$ cat src/rtl/mips_fetch_stage.sv
// MIPS instruction-fetch stage: PC, imem req/ready handshake, stall hold buffer, IF/ID register.
// Define FETCH_PERF_CNT_EN to build the delivered-instruction counter on fetch_count.
module mips_fetch_stage #(
    parameter logic [31:0] PC_RESET = 32'h0000_0000
) (
    input  logic        clk,
    input  logic        reset,
    input  logic        stall,
    input  logic        branch_taken,
    input  logic [31:0] branch_target,
    input  logic        jump,
    input  logic [25:0] jump_index,
    output logic        imem_req,
    output logic [31:0] imem_addr,
    input  logic [31:0] imem_rdata,
    input  logic        imem_ready,
    output logic        valid_out,
    output logic [31:0] instr_out,
    output logic [5:0]  op,
    output logic [5:0]  funct,
    output logic [31:0] pc_plus4_out,
    output logic [31:0] fetch_count
);

    typedef enum logic {S_REQ = 1'b0, S_HOLD = 1'b1} state_t;

    state_t      state_q, state_d;
    logic [31:0] pc_q, pc_d;
    logic [31:0] buf_instr_q, buf_instr_d;
    logic [31:0] buf_pc4_q, buf_pc4_d;
    logic        valid_q, valid_d;
    logic [31:0] instr_q, instr_d;
    logic [31:0] pc4_q, pc4_d;
    logic        deliver;
    logic        redirect;
    logic [31:0] target;
    logic [31:0] pc_inc;

    assign pc_inc   = pc_q + 32'd4;
    assign redirect = branch_taken | jump;
    assign target   = branch_taken ? {branch_target[31:2], 2'b00}
                                   : {pc4_q[31:28], jump_index, 2'b00};

    always_comb begin
        state_d     = state_q;
        pc_d        = pc_q;
        buf_instr_d = buf_instr_q;
        buf_pc4_d   = buf_pc4_q;
        valid_d     = valid_q;
        instr_d     = instr_q;
        pc4_d       = pc4_q;
        deliver     = 1'b0;
        if (redirect) begin
            // Flush keeps pc4 so a following J still sees its own upper PC bits.
            pc_d    = target;
            state_d = S_REQ;
            valid_d = 1'b0;
            instr_d = 32'h0;
        end else if (state_q == S_REQ) begin
            if (imem_ready) begin
                pc_d = pc_inc;
                if (stall) begin
                    buf_instr_d = imem_rdata;
                    buf_pc4_d   = pc_inc;
                    state_d     = S_HOLD;
                end else begin
                    instr_d = imem_rdata;
                    pc4_d   = pc_inc;
                    valid_d = 1'b1;
                    deliver = 1'b1;
                end
            end else if (!stall) begin
                valid_d = 1'b0;
                instr_d = 32'h0;
            end
        end else if (!stall) begin
            instr_d = buf_instr_q;
            pc4_d   = buf_pc4_q;
            valid_d = 1'b1;
            deliver = 1'b1;
            state_d = S_REQ;
        end
    end

    always_ff @(posedge clk) begin
        if (reset) begin
            state_q     <= S_REQ;
            pc_q        <= PC_RESET;
            buf_instr_q <= 32'h0;
            buf_pc4_q   <= 32'h0;
            valid_q     <= 1'b0;
            instr_q     <= 32'h0;
            pc4_q       <= 32'h0;
        end else begin
            state_q     <= state_d;
            pc_q        <= pc_d;
            buf_instr_q <= buf_instr_d;
            buf_pc4_q   <= buf_pc4_d;
            valid_q     <= valid_d;
            instr_q     <= instr_d;
            pc4_q       <= pc4_d;
        end
    end

`ifdef FETCH_PERF_CNT_EN
    logic [31:0] cnt_q, cnt_d;

    always_comb begin
        cnt_d = cnt_q;
        if (deliver) cnt_d = cnt_q + 32'd1;
    end

    always_ff @(posedge clk) begin
        if (reset) cnt_q <= 32'h0;
        else       cnt_q <= cnt_d;
    end

    assign fetch_count = cnt_q;
`else
    logic unused_deliver;
    assign unused_deliver = deliver;
    assign fetch_count    = 32'h0;
`endif

    assign imem_req     = (state_q == S_REQ) && !reset;
    assign imem_addr    = pc_q;
    assign valid_out    = valid_q;
    assign instr_out    = instr_q;
    assign op           = instr_q[31:26];
    assign funct        = instr_q[5:0];
    assign pc_plus4_out = pc4_q;

endmodule

$ cat config.mk
export PLATFORM = sky130hd
export DESIGN_NAME = mips_fetch_stage
export DESIGN_NICKNAME = d
export VERILOG_FILES = /design/src/rtl/mips_fetch_stage.sv
export SDC_FILE = /design/constraint.sdc
export NUM_CORES = 1
export LEC_CHECK = 0
export ABC_AREA = 1
export CAP_MARGIN = 0
export CORE_MARGIN = 5
export CORE_UTILIZATION = 51
export DETAILED_ROUTE_END_ITERATION = 7
export GPL_TIMING_DRIVEN = 0
export PLACE_DENSITY = 0.86
export SETUP_SLACK_MARGIN = 0.1
export SYNTH_ARGS = -nofsm -noshare
export SYNTH_HDL_FRONTEND = slang
export SYNTH_SLANG_ARGS = --single-unit
$ cat constraint.sdc
create_clock -name clk -period 3.6 [get_ports clk]
set_input_delay 1.08 -clock clk [delete_from_list [all_inputs] [get_ports clk]]
set_output_delay 1.08 -clock clk [all_outputs]
set_load 0.02 [all_outputs]
==> results.py <==
metrics = {
    "clocking": {
        "cts.htree.levels": 4,
        "postCtsSetupRepairBufs": 0,
        "clock-root-buffer": "clkbuf_16",
        "cts_buffers": 17,
        "clk_pin_slew_ns": 0.06,
        "clock-sinks": 156,
        "cts_buffer_depth": 2,
        "insertion_delay_ns": 0.43,
        "cts_resized": 8,
        "holdBufCountCts": 0,
        "cts_tree": "yes",
    },
    "synth": {
        "ys_seq_area_share_pct": 41.7,
        "synth_simple_gate_area_share_pct": 19.6,
        "ys_ff_latch": 156,
        "synth_compound_area_share_pct": 24.8,
        "syn_inst": 1046,
        "synth_top_family_by_area": "compound AO/OA/AOI/OAI gates",
        "synth_edf_count": 0,
        "ys.flop_type": "dfxtp_1",
        "yosysUniqueCellTypes": 34,
        "yosys.area.top_type": "dfxtp_1",
        "synth.avg_cell_area_um2": 7.17,
        "synth_warnings": 0,
        "async_reset_ff_share_pct": 0,
        "synthTopCellsByCount": "nand2_1, dfxtp_1, a21oi_1",
        "synthAdderAreaFrac_pct": 0.167,
        "yosysTopAreaCellShare_pct": 41.7,
        "synth-xor-area-share_pct": 1.85,
        "yosysMostFrequentCell": "nand2_1",
        "synth.area.top_cells": "dfxtp_1, a21oi_1, nand2_1, o21ai_0, nor2_1",
        "syn_area_um2": 7500,
        "synth.area.mux_share_pct": 0,
    },
    "worst_setup_path": {
        "cp_data_required_time_ns": 2.52,
        "cp.arrival_ns": 2.34,
        "reg2reg_setup_slack_ns": 1.65,
        "critPathCaptureType": "primary output",
        "worstSetupPathType": "in2out",
        "start_kind": "input pin",
        "cp_max_fo": 10,
    },
    "sta": {
        "tns_ns": 0,
        "max_freq_ghz": 0.293,
        "setup_viol": 0,
        "skew_ns": 0.00903,
        "finalHoldViolCount": 0,
        "fin_crit_sh_pct": 94.9,
        "period_needed_ns": 3.42,
        "slew_headroom_pct": 62.5,
        "report.final.slew_viol_count": 0,
        "rsz0062_at_grt": "false",
        "tightest_slew_ns": 0.563,
    },
    "place": {
        "placement.io_buffers": 197,
        "hpwl_mm": 18.4,
        "gp_congestion": 0.917,
    },
    "global_route": {
        "grt_use_total_pct": 27.4,
        "antenna_found_initial": 0,
        "grt_max_degree": 17,
        "grt_pass1_wl_mm": 39.3,
        "grt-ovfl-total": 0,
        "grt_pass1_vias": 7937,
    },
    "final_layout": {
        "final_nets": 1394,
        "syn_to_final_growth_pct": 39.6,
        "drive_gt1_share_pct": 9.47,
        "diodes": 0,
        "fin_util_pct": 72.3,
    },
    "floorplan": {
        "die_area_um2": 17200,
        "rows": 44,
        "ios": 238,
        "die_y_um": 131,
        "core_area_um2": 14500,
        "start_util_pct": 51.8,
        "die_x_um": 131,
    },
    "detailed_routing": {
        "drt_iter0_markers": 676,
        "drtAntennaViolNets": 0,
        "via_per_inst": 5.41,
        "met3_wirelength_mm": 2.17,
        "wl_met2_mm": 11.7,
        "wl_met1_mm": 9.47,
        "num_vias": 8079,
        "finalWirelength_mm": 24.2,
        "wl_per_cell_um": 16.2,
        "first_pass_iters": 5,
        "maxUsedRoutingLayer": "met4",
        "drc_errors": 0,
    },
    "power": {
        "worst_ir_drop_vdd_mv": 0.362,
        "p_leak_nw": 4.30,
        "powerDensity_nw_per_um2": 426,
    },
    "outcome": {
        "outcome": "finished, final reports clean",
    },
    "job": {
        "max_cap_viol_count": 0,
    },
    "worst_hold_path": {
        "holdCritPathClass": "reg2reg",
    },
}
==> final cells by class <==
| type | instances | area (µm²) |
|---|---|---|
| Timing Repair Buffer | 197 | 1970 |
| Fill cell | 1162 | 4020 |
| Clock inverter | 10 | 163 |
| Tap cell | 184 | 230 |
| Buffer | 115 | 683 |
| Inverter | 57 | 221 |
| Multi-Input combinational cell | 753 | 3610 |
| Sequential cell | 156 | 3120 |
| Clock buffer | 21 | 460 |
==> kinds of logic (layout without fill, tap and decap cells) <==
kind of cell / count (synthesis) / in the layout
AOI/OAI and AO/OA: 345 / 345
xor gates and xnor gates: 15 / 15
adders and majority gates: 1 / 1
buffers and inverters: 172 / 400
DFF: 156 / 156
other: 1 / 36
and+or+nand+nor: 356 / 356
==> power by group <==
part	internal (mW)	switching (mW)
sequential	1.80	0.0684
combinational	0.307	0.371
clock	1.20	0.718
==> state kept, by name (all words and copies together) (netlist names) <==
signal	flops
buf_instr_q	32
instr_out	32
buf_pc4_q	30
imem_addr	30
pc_plus4_out	30
state_q	1
valid_out	1
==> worst max-delay path, stage by stage <==
cell and delay [ns]:
clkdlybuf4s50_1 0.57, clkbuf_8 0.21, clkbuf_4 0.22, nor2_1 0.06
buf_2 0.19
==> worst paths after layout <==
kind	start	endpoint	cells past startpoint
setup / recovery	reset	imem_req	5
hold / removal	valid_out	valid_out	2
hold reg to reg	valid_out	valid_out	2
setup reg to reg	imem_addr[2]	pc_plus4_out[16]	8
==> through the flow <==
step	setup slack (ns)	hold slack (ns)	area, µm²	power [mW]	std cells
3_5_place_dp	-0.636	0.446	9830	2.57	1462
3_3_place_gp	-0.647	0.445	9830	2.56	1462
2_1_floorplan	0.731	0.446	7630	2.26	1081
5_1_grt	0.176	0.482	10500	4.60	1493
6_report	0.185	0.453	10500	4.46	1493
4_1_cts	0.102	0.454	10500	4.45	1493
==> per-layer routing <==
layer,track usage [%],up-vias
met4,11.6,0
met2,46.5,379
met3,7.26,52
met1,32.6,3740
li1,-,3908
met5,0,-
==> cell usage in the layout, fill, tap and decap left out, types with 10 or more instances in the layout <==
cell type and instances:
o21ai_0 115, xor2_1 11, buf_2 14, clkbuf_16 17, nor2_1 137, inv_1 52, o21ai_1 33, dfxtp_1 156
clkbuf_1 43, conb_1 36, nand2_1 172, clkdlybuf4s50_1 196, nor2_2 10, nand3_1 24, a221oi_1 19, a21oi_1 150
buf_4 51
(Power assumes the default switching activity.)
